[config.mk]
export PLATFORM = sky130hd
export DESIGN_NAME = hsv_core_commit
export DESIGN_NICKNAME = d
export VERILOG_FILES = /design/src/rtl/hsv_core_pkg.sv /design/src/rtl/hsv_core_commit_fifo.sv /design/src/rtl/hsv_core_commit.sv
export SDC_FILE = /design/constraint.sdc
export NUM_CORES = 1
export LEC_CHECK = 0
export ABC_AREA = 1
export CAP_MARGIN = 20
export CORE_AREA = 2 2 210 212
export DETAILED_ROUTE_END_ITERATION = 8
export DIE_AREA = 0 0 212 214
export SYNTH_ARGS = -nofsm -noshare
export SYNTH_HDL_FRONTEND = slang
export SYNTH_SLANG_ARGS = --single-unit
export TNS_END_PERCENT = 10
[constraint.sdc]
create_clock -name clk_core -period 3.6 [get_ports clk_core]
set_input_delay 0.36 -clock clk_core [delete_from_list [all_inputs] [get_ports clk_core]]
set_output_delay 0.36 -clock clk_core [all_outputs]
set_load 0.01 [all_outputs]
[src/rtl/hsv_core_pkg.sv]
// ============================================================================
// Module      : hsv_core_pkg
// Description : Shared types for the hsv core: words, execution-unit tags,
//               commit records and commit-stage FSM states.
// Revision    : 1.0 - initial release
// ============================================================================
`default_nettype none

package hsv_core_pkg;

    typedef logic [31:0] word;

    typedef enum logic [1:0] {
        EXEC_ALU         = 2'd0,
        EXEC_MEM         = 2'd1,
        EXEC_BRANCH      = 2'd2,
        EXEC_CTRL_STATUS = 2'd3
    } exec_unit_t;

    localparam int unsigned NUM_EXEC_UNITS = 4;

    typedef struct packed {
        word pc;
    } commit_data_t;

    typedef struct packed {
        word        pc;
        logic [4:0] rd;
        word        rd_value;
        logic       writeback;
        logic       jump;
        word        jump_target;
        logic       trap;
    } commit_result_t;

    typedef enum logic [1:0] {
        COMMIT_RUN   = 2'd0,
        COMMIT_FLUSH = 2'd1,
        COMMIT_HALT  = 2'd2
    } commit_state_t;

endpackage

`default_nettype wire

[src/rtl/hsv_core_commit_fifo.sv]
// ============================================================================
// Module      : hsv_core_commit_fifo
// Description : Program-order FIFO of execution-unit tags with synchronous
//               clear; pointer MSB distinguishes full from empty.
// Revision    : 1.0 - initial release
// ============================================================================
`default_nettype none

module hsv_core_commit_fifo
    import hsv_core_pkg::*;
#(
    parameter int DEPTH = 8
) (
    input  logic       clk,
    input  logic       rst,
    input  logic       push,
    input  exec_unit_t push_tag,
    input  logic       pop,
    input  logic       clear,
    output exec_unit_t head_tag,
    output logic       full,
    output logic       empty
);

    localparam int IDX_W = $clog2(DEPTH);
    localparam int PTR_W = IDX_W + 1;
    localparam logic [PTR_W-1:0] PTR_ONE = PTR_W'(1);

    logic [PTR_W-1:0] wr_ptr;
    logic [PTR_W-1:0] rd_ptr;
    exec_unit_t       mem [DEPTH];

    logic do_push;
    logic do_pop;

    assign empty   = (wr_ptr == rd_ptr);
    assign full    = (wr_ptr[PTR_W-1] != rd_ptr[PTR_W-1]) &&
                     (wr_ptr[IDX_W-1:0] == rd_ptr[IDX_W-1:0]);
    assign do_push = push && !full;
    assign do_pop  = pop && !empty;
    assign head_tag = mem[rd_ptr[IDX_W-1:0]];

    always_ff @(posedge clk or posedge rst) begin
        if (rst) begin
            wr_ptr <= '0;
            rd_ptr <= '0;
        end else if (clear) begin
            // Clear dominates: a same-cycle push is dropped.
            wr_ptr <= '0;
            rd_ptr <= '0;
        end else begin
            if (do_push) wr_ptr <= wr_ptr + PTR_ONE;
            if (do_pop)  rd_ptr <= rd_ptr + PTR_ONE;
        end
    end

    always_ff @(posedge clk) begin
        if (do_push && !clear) mem[wr_ptr[IDX_W-1:0]] <= push_tag;
    end

endmodule

`default_nettype wire

[src/rtl/hsv_core_commit.sv]
// ============================================================================
// Module      : hsv_core_commit
// Description : In-order commit stage: retires execution-unit results in
//               issue order, writes the register file, flushes and halts.
// Revision    : 1.0 - initial release
// ============================================================================
`default_nettype none

module hsv_core_commit
    import hsv_core_pkg::*;
#(
    parameter int DEPTH = 8
) (
    input  logic                 clk_core,
    input  logic                 rst_core,
    input  logic                 issue_valid,
    input  logic [1:0]           issue_unit,
    output logic                 issue_ready,
    input  logic [3:0]           result_valid,
    output logic [3:0]           result_ready,
    input  commit_result_t [3:0] result_data,
    output logic                 rf_we,
    output logic [4:0]           rf_waddr,
    output logic [31:0]          rf_wdata,
    output logic                 commit_valid,
    output commit_data_t         commit_data,
    output logic                 flush,
    output logic [31:0]          flush_target,
    output logic                 halted
);

    commit_state_t  state_q;
    commit_state_t  state_d;
    exec_unit_t     head_tag;
    commit_result_t head_res;
    logic           fifo_full;
    logic           fifo_empty;
    logic           accept;
    logic           take_jump;
    logic           push;

    assign head_res  = result_data[head_tag];
    assign take_jump = accept && head_res.jump && !head_res.trap;
    assign push      = issue_valid && issue_ready;

    hsv_core_commit_fifo #(
        .DEPTH (DEPTH)
    ) u_fifo (
        .clk      (clk_core),
        .rst      (rst_core),
        .push     (push),
        .push_tag (exec_unit_t'(issue_unit)),
        .pop      (accept),
        .clear    (take_jump),
        .head_tag (head_tag),
        .full     (fifo_full),
        .empty    (fifo_empty)
    );

    always_ff @(posedge clk_core or posedge rst_core) begin
        if (rst_core) state_q <= COMMIT_RUN;
        else          state_q <= state_d;
    end

    // Readies depend only on registered state, pointers and result_valid.
    always_comb begin
        state_d      = state_q;
        issue_ready  = 1'b0;
        result_ready = '0;
        accept       = 1'b0;
        case (state_q)
            COMMIT_RUN: begin
                issue_ready = !fifo_full;
                if (!fifo_empty) begin
                    result_ready[head_tag] = result_valid[head_tag];
                    accept                 = result_valid[head_tag];
                end
                if (accept) begin
                    if (head_res.trap)      state_d = COMMIT_HALT;
                    else if (head_res.jump) state_d = COMMIT_FLUSH;
                end
            end
            COMMIT_FLUSH: begin
                result_ready = '1;
                state_d      = COMMIT_RUN;
            end
            COMMIT_HALT: begin
                state_d = COMMIT_HALT;
            end
            default: begin
                state_d = COMMIT_RUN;
            end
        endcase
    end

    always_ff @(posedge clk_core or posedge rst_core) begin
        if (rst_core) begin
            rf_we        <= 1'b0;
            rf_waddr     <= '0;
            rf_wdata     <= '0;
            commit_valid <= 1'b0;
            commit_data  <= '0;
            flush        <= 1'b0;
            flush_target <= '0;
            halted       <= 1'b0;
        end else begin
            rf_we        <= accept && head_res.writeback &&
                            (head_res.rd != 5'd0) && !head_res.trap;
            commit_valid <= accept;
            flush        <= take_jump;
            if (accept) begin
                rf_waddr       <= head_res.rd;
                rf_wdata       <= head_res.rd_value;
                commit_data.pc <= head_res.pc;
            end
            if (take_jump)                 flush_target <= head_res.jump_target;
            if (accept && head_res.trap)   halted       <= 1'b1;
        end
    end

endmodule

`default_nettype wire

After elaboration in Yosys (flattened, before gate mapping)
Memory sizes are Yosys's and may differ from the RTL's.
Cells that the tools add are included.

storage, ports and cells
  bits in writable memories = 16
  word-level logic and storage cells = 67
  register bits after elaboration = 115
  output and inout port bits = 110
  memories kept = 1

operators by class
  muxes and demuxes = 22
  bitwise operators = 1
  magnitude comparators = 2
  $add $sub $neg = 2
  equality and inequality tests = 7
  reduce and logical (&&, ||, !) cells = 21

memory list
  name        depth  bits a word  read ports  clocked after memory_dff  wr ports  RTL line                    RTL
  u_fifo.mem  8      2            1           0                         1         hsv_core_commit_fifo.sv:31  exec_unit_t mem [DEPTH];

operators with widths
  operator                                                                             number
  104-bit binary-select mux with 2-bit select                                          1
  104-bit two-way mux                                                                  1
  4-bit two-way mux                                                                    5
  1-bit logical AND                                                                    12
  4-bit by 1-bit adder with 4-bit output, second input constant                        2
  1-bit two-way mux                                                                    8
  4-bit one-hot mux with 2 select lines                                                1
  2-bit two-way mux                                                                    3
  5-bit nonzero test                                                                   1
  4-bit AND                                                                            1
  4-bit == test                                                                        1
  1-bit zero test                                                                      4
  2-bit one-hot mux with 2 select lines                                                1
  2-bit nonzero test                                                                   2
  3-bit == test                                                                        1
  2-bit by 3-bit < comparator with 1-bit output, second input constant                 1
  3-bit != test, second input constant                                                 1
  1-bit binary-select mux with 2-bit select                                            1
  1-bit demux with 2-bit select                                                        1
  2-bit by 1-bit == test with 1-bit output, second input constant                      1
  2-bit == test, second input constant                                                 1
  2-bit by 1-bit greater-or-equal comparator with 1-bit output, second input constant  1
  2-bit zero test                                                                      1
  2-bit != test, second input constant                                                 1
  2 further kinds                                                                      2

Longest topological paths before layout
An unclocked memory read counts as a cell.

  depth after elaboration = 12
  gate-level depth with buffers = 16

Cells and area by module
A second synthesis with hierarchy kept.

second synthesis, totals
  cell total of the unflattened synthesis = 1097
  area, all modules = 7811.2 µm²

by module, submodules not included
  module                cells an instance  seq. area each (µm²)  instances  area each (µm²)
  hsv_core_commit       957                2677.6                1          6515.0
  hsv_core_commit_fifo  140                680.7                 1          1296.2

Least setup slack after synthesis
OpenSTA, ideal clock, no wires.

  path type = reg2out
  from = register u_fifo.rd_ptr[0]
  to = output port result_ready[2]
  buffers on the path = 3
  path slack = 1464 ps
  cell stages (with the launch flop) = 11
  arrival time = 1776 ps
  cells stage by stage = dfrtp_1 -> buf_4 -> nand2_1 -> nand3_1 -> nand3_1 -> nand2_2 -> nor2_1 -> buf_2 -> buf_2 -> nand2_1 -> o21ai_0

on the way
  word-level cells in the longest chain between the ends = 8

ends and longest elaborated chain
  element                                                                                                                                                     RTL line                    RTL
  start, declared                                                                                                                                             hsv_core_commit_fifo.sv:30  logic [PTR_W-1:0] rd_ptr;
  start signal, assigned                                                                                                                                      hsv_core_commit_fifo.sv:53  if (do_pop) rd_ptr <= rd_ptr + PTR_ONE;
  memory read 8 x 2 bit                                                                                                                                       --
  2-bit by 3-bit < comparator with 1-bit output (not written as such) / 2-bit by 1-bit greater-or-equal comparator with 1-bit output (equally long branches)  hsv_core_commit.sv:75       result_ready[head_tag] = result_valid[head_tag];
  1-bit logical AND (not written as such)                                                                                                                     hsv_core_commit.sv:75
  1-bit two-way mux (not written as such)                                                                                                                     hsv_core_commit.sv:75
  1-bit demux with 2-bit select                                                                                                                               hsv_core_commit.sv:75
  4-bit AND (no line)                                                                                                                                         --
  4-bit two-way mux *                                                                                                                                         hsv_core_commit.sv:74       if (!fifo_empty) begin
  4-bit one-hot mux with 2 select lines *                                                                                                                     hsv_core_commit.sv:71       case (state_q)
  end, declared                                                                                                                                               hsv_core_commit.sv:20       output logic [3:0] result_ready,

Every way passes the cells marked *; elsewhere a longest branch is shown, timed or not. The select of a mux whose other input is x is not followed.

Final worst setup path
  from = register u_fifo.rd_ptr[0]
  to = output port result_ready[0]

Same word-level chain as after synthesis.

==> results.py <==
metrics = {
    "final_layout": {
        "layout_common_cells": "nand2_1, clkdlybuf4s50_1, nand3_1, dfrtp_1, a22oi_1",
        "final_cells": 2205,
        "n_fill_cell": 4506,
        "final_common_cell": "nand2_1",
        "layout-drive-gt1-share": 0.0407,
        "syn_to_final_growth_pct": 83.1,
        "n_antenna_cell": 0,
        "final_nets": 2034,
    },
    "synth": {
        "ys_seq_area_frac": 0.431,
        "synth_area_um2": 7790,
        "synth_nets": 1534,
        "synth_seq_cells": 131,
        "synth-async-reset-ratio": 0.878,
        "yosys-top-cells-area": "dfrtp_1, nand2_1, a22oi_1",
        "synth_area_leader_cell": "dfrtp_1",
        "postSynthCellCount": 1107,
        "ys_warn_count": 0,
        "synth_area_per_cell_um2": 7.04,
        "synth_top_area_share": 0.369,
        "synth_edf_count": 16,
        "ys.flop_type": "dfrtp_1",
        "synth.distinct_cells": 29,
    },
    "job": {
        "drv_cap": 0,
    },
    "die": {
        "ioPinCount": 535,
        "num_rows": 76,
        "die_h_um": 214,
        "initial_core_util": 0.182,
        "coreArea_um2": 42900,
        "die-area_um2": 45400,
        "die_x_um": 212,
    },
    "cts": {
        "clk_path_buf_depth": 2,
        "clkTransAtPathRegs_ns": 0.07,
        "cts_resized": 0,
        "postCtsHoldBufs": 0,
        "cts_tree": "built",
        "cts_sinks": 131,
        "htreeDepth": 4,
        "clock-root-buffer": "clkbuf_16",
        "worstSkewPairLatency_ns": 0.43,
        "cts_buffers": 17,
    },
    "timing": {
        "slew-limit-headroom": 0.452,
        "min_period_ns": 3.27,
        "worst_hold_slack_ns": 0.264,
        "hold_violations": 0,
        "finalSetupTns_ns": 0,
        "fmax_ghz": 0.306,
        "finalSetupViolCount": 0,
        "fin_crit_sh": 0.909,
        "final_max_slew_viol_count": 0,
        "worst_clock_skew_ns": 0.0146,
        "grt_setup_unrepaired": "no",
        "max_slew.worst_pin.slew_ns": 0.823,
    },
    "setup_path": {
        "crit_fanout": 13,
        "end_kind": "output port",
        "critPathLaunch": "u_fifo.rd_ptr[0]",
        "cp-start-kind": "flip-flop",
        "path_class": "flip-flop to output port",
        "cp.arrival_ns": 2.91,
        "required_ns": 3.24,
        "r2r_start": "u_fifo.rd_ptr[0]",
    },
    "drt": {
        "post_drt_wl_per_cell_um": 16.2,
        "drc": 0,
        "drt_pass1_iterations": 5,
        "via_per_inst": 4.24,
        "drt-initial-drc-count": 567,
        "routed_wirelength_um": 35700,
        "vias": 9360,
        "antenna_left": 0,
    },
    "global_routing": {
        "gr-max-usage-layer": "met2",
        "gr-usage-met2": 0.270,
        "grt_use_met1": 0.183,
        "antenna_found_initial": 2,
        "use_met3": 0.0394,
        "grt_pass1_wl_um": 53500,
        "first_global_vias": 9496,
        "grt_max_degree": 72,
        "grtUsageTotal": 0.153,
        "gr-total-overflow": 0,
    },
    "placement": {
        "place_congestion": 0.917,
        "io_buffer_count": 534,
        "dp_cells": 2172,
        "dp_hpwl_um": 28100,
    },
    "power": {
        "ir_worst_vdd_mv": 0.206,
        "leakagePower_nw": 6.44,
        "power_density_nw_per_um2": 264,
    },
    "min_path": {
        "hp-class": "input port to async pin",
    },
    "status": {
        "status": "complete, no violations",
    },
}
## where the power goes
| group | total (mW) | switching, mW | leakage [nW] | internal, mW |
|---|---|---|---|---|
| Clock | 1.69 | 0.668 | 0.280 | 1.02 |
| Sequential | 1.50 | 0 | 1.75 | 1.50 |
| Combinational | 0.576 | 0.142 | 4.41 | 0.434 |
## what timing repair did
| action | CTS | global route |
|---|---|---|
| setup endpoints to repair | 0 | 1 |
| buffers inserted | 0 | 1 |
| hold endpoints to repair | 0 | 0 |
## flip-flops by register name, indices dropped and copies added, names as in the netlist
register and flops:
commit_data 32, flush_target 32, rf_wdata 32, u_fifo.mem 16, rf_waddr 5, u_fifo.rd_ptr 4, u_fifo.wr_ptr 4, state_q 2
commit_valid 1, flush 1, halted 1, rf_we 1
## cells in the mapped netlist, types with 2 or more instances
cell,instances
nand2_1,583
nand3_1,126
dfrtp_1,115
a22oi_1,96
buf_2,53
inv_1,34
nor2_1,25
edfxtp_1,16
o21ai_0,8
buf_4,7
clkbuf_1,6
xor2_1,6
buf_1,4
nand2_2,4
inv_2,3
nand4_1,3
ha_1,2
nand3_2,2
nand3b_1,2
o31ai_1,2
or2_2,2
## kinds of logic (layout without fill, tap and decap cells)
group                      count (synthesis)  in the layout  synth area share
buffers and inverters                    108            621            0.0643
xor gates and xnor gates                   6              6           0.00675
AOI/OAI and AO/OA                        108            108             0.101
DFF                                      131            131             0.431
and+or+nand+nor                          752            752             0.393
adders and majority gates                  2              2           0.00321
## area by class of cell
cell class,count,area [µm²],share of cell area
Clock buffer,24,492,0.0345
Tap cell,585,732,0.0513
Sequential cell,131,3360,0.235
Multi-Input combinational cell,868,3940,0.276
Clock inverter,8,78.8,0.00553
Timing Repair Buffer,551,5510,0.386
Inverter,38,150,0.0105
## final timing paths
kind                                    to  slack [ns]  depth (start not counted)
setup / recovery           result_ready[0]        0.33                         11
max in group asynchronous  flush_target[5]        2.54                          3
min in group clk_core           state_q[1]        0.45                          1
setup reg to reg               rf_waddr[3]        0.73                         13
hold / removal                rf_wdata[10]        0.26                          2
hold reg to reg                 state_q[1]        0.45                          1
## critical path, cell delays in order, from the launching register on
cell and delay [ns]:
dfrtp_1 0.59, inv_2 0.17, nand2_1 0.09, nand3_1 0.11, nand3_2 0.15, nand2_4 0.10, nand2_1 0.08, nand2_1 0.06
nand2_2 0.08, nand3_4 0.12, o31ai_1 0.30, clkdlybuf4s50_1 0.62
## per-layer routing
layer / share of wire / vias up
met2: 0.50 / 366
met5: 0.00045 / -
met1: 0.42 / 4355
li1: - / 4601
met3: 0.066 / 36
met4: 0.017 / 2
## stage by stage
stage | setup slack (ns) | power [mW] | area, µm² | utilization
floorplan | 0.196 | 1.60 | 7790 | -
global placement | 0.740 | 2.10 | 13700 | 0.319
detailed placement | 0.627 | 2.10 | 13700 | 0.319
CTS | 0.122 | 3.83 | 14300 | 0.332
global route | 0.0833 | 3.93 | 14300 | 0.333
finish | 0.328 | 3.76 | 14300 | 0.333
(Power assumes the default switching activity.)
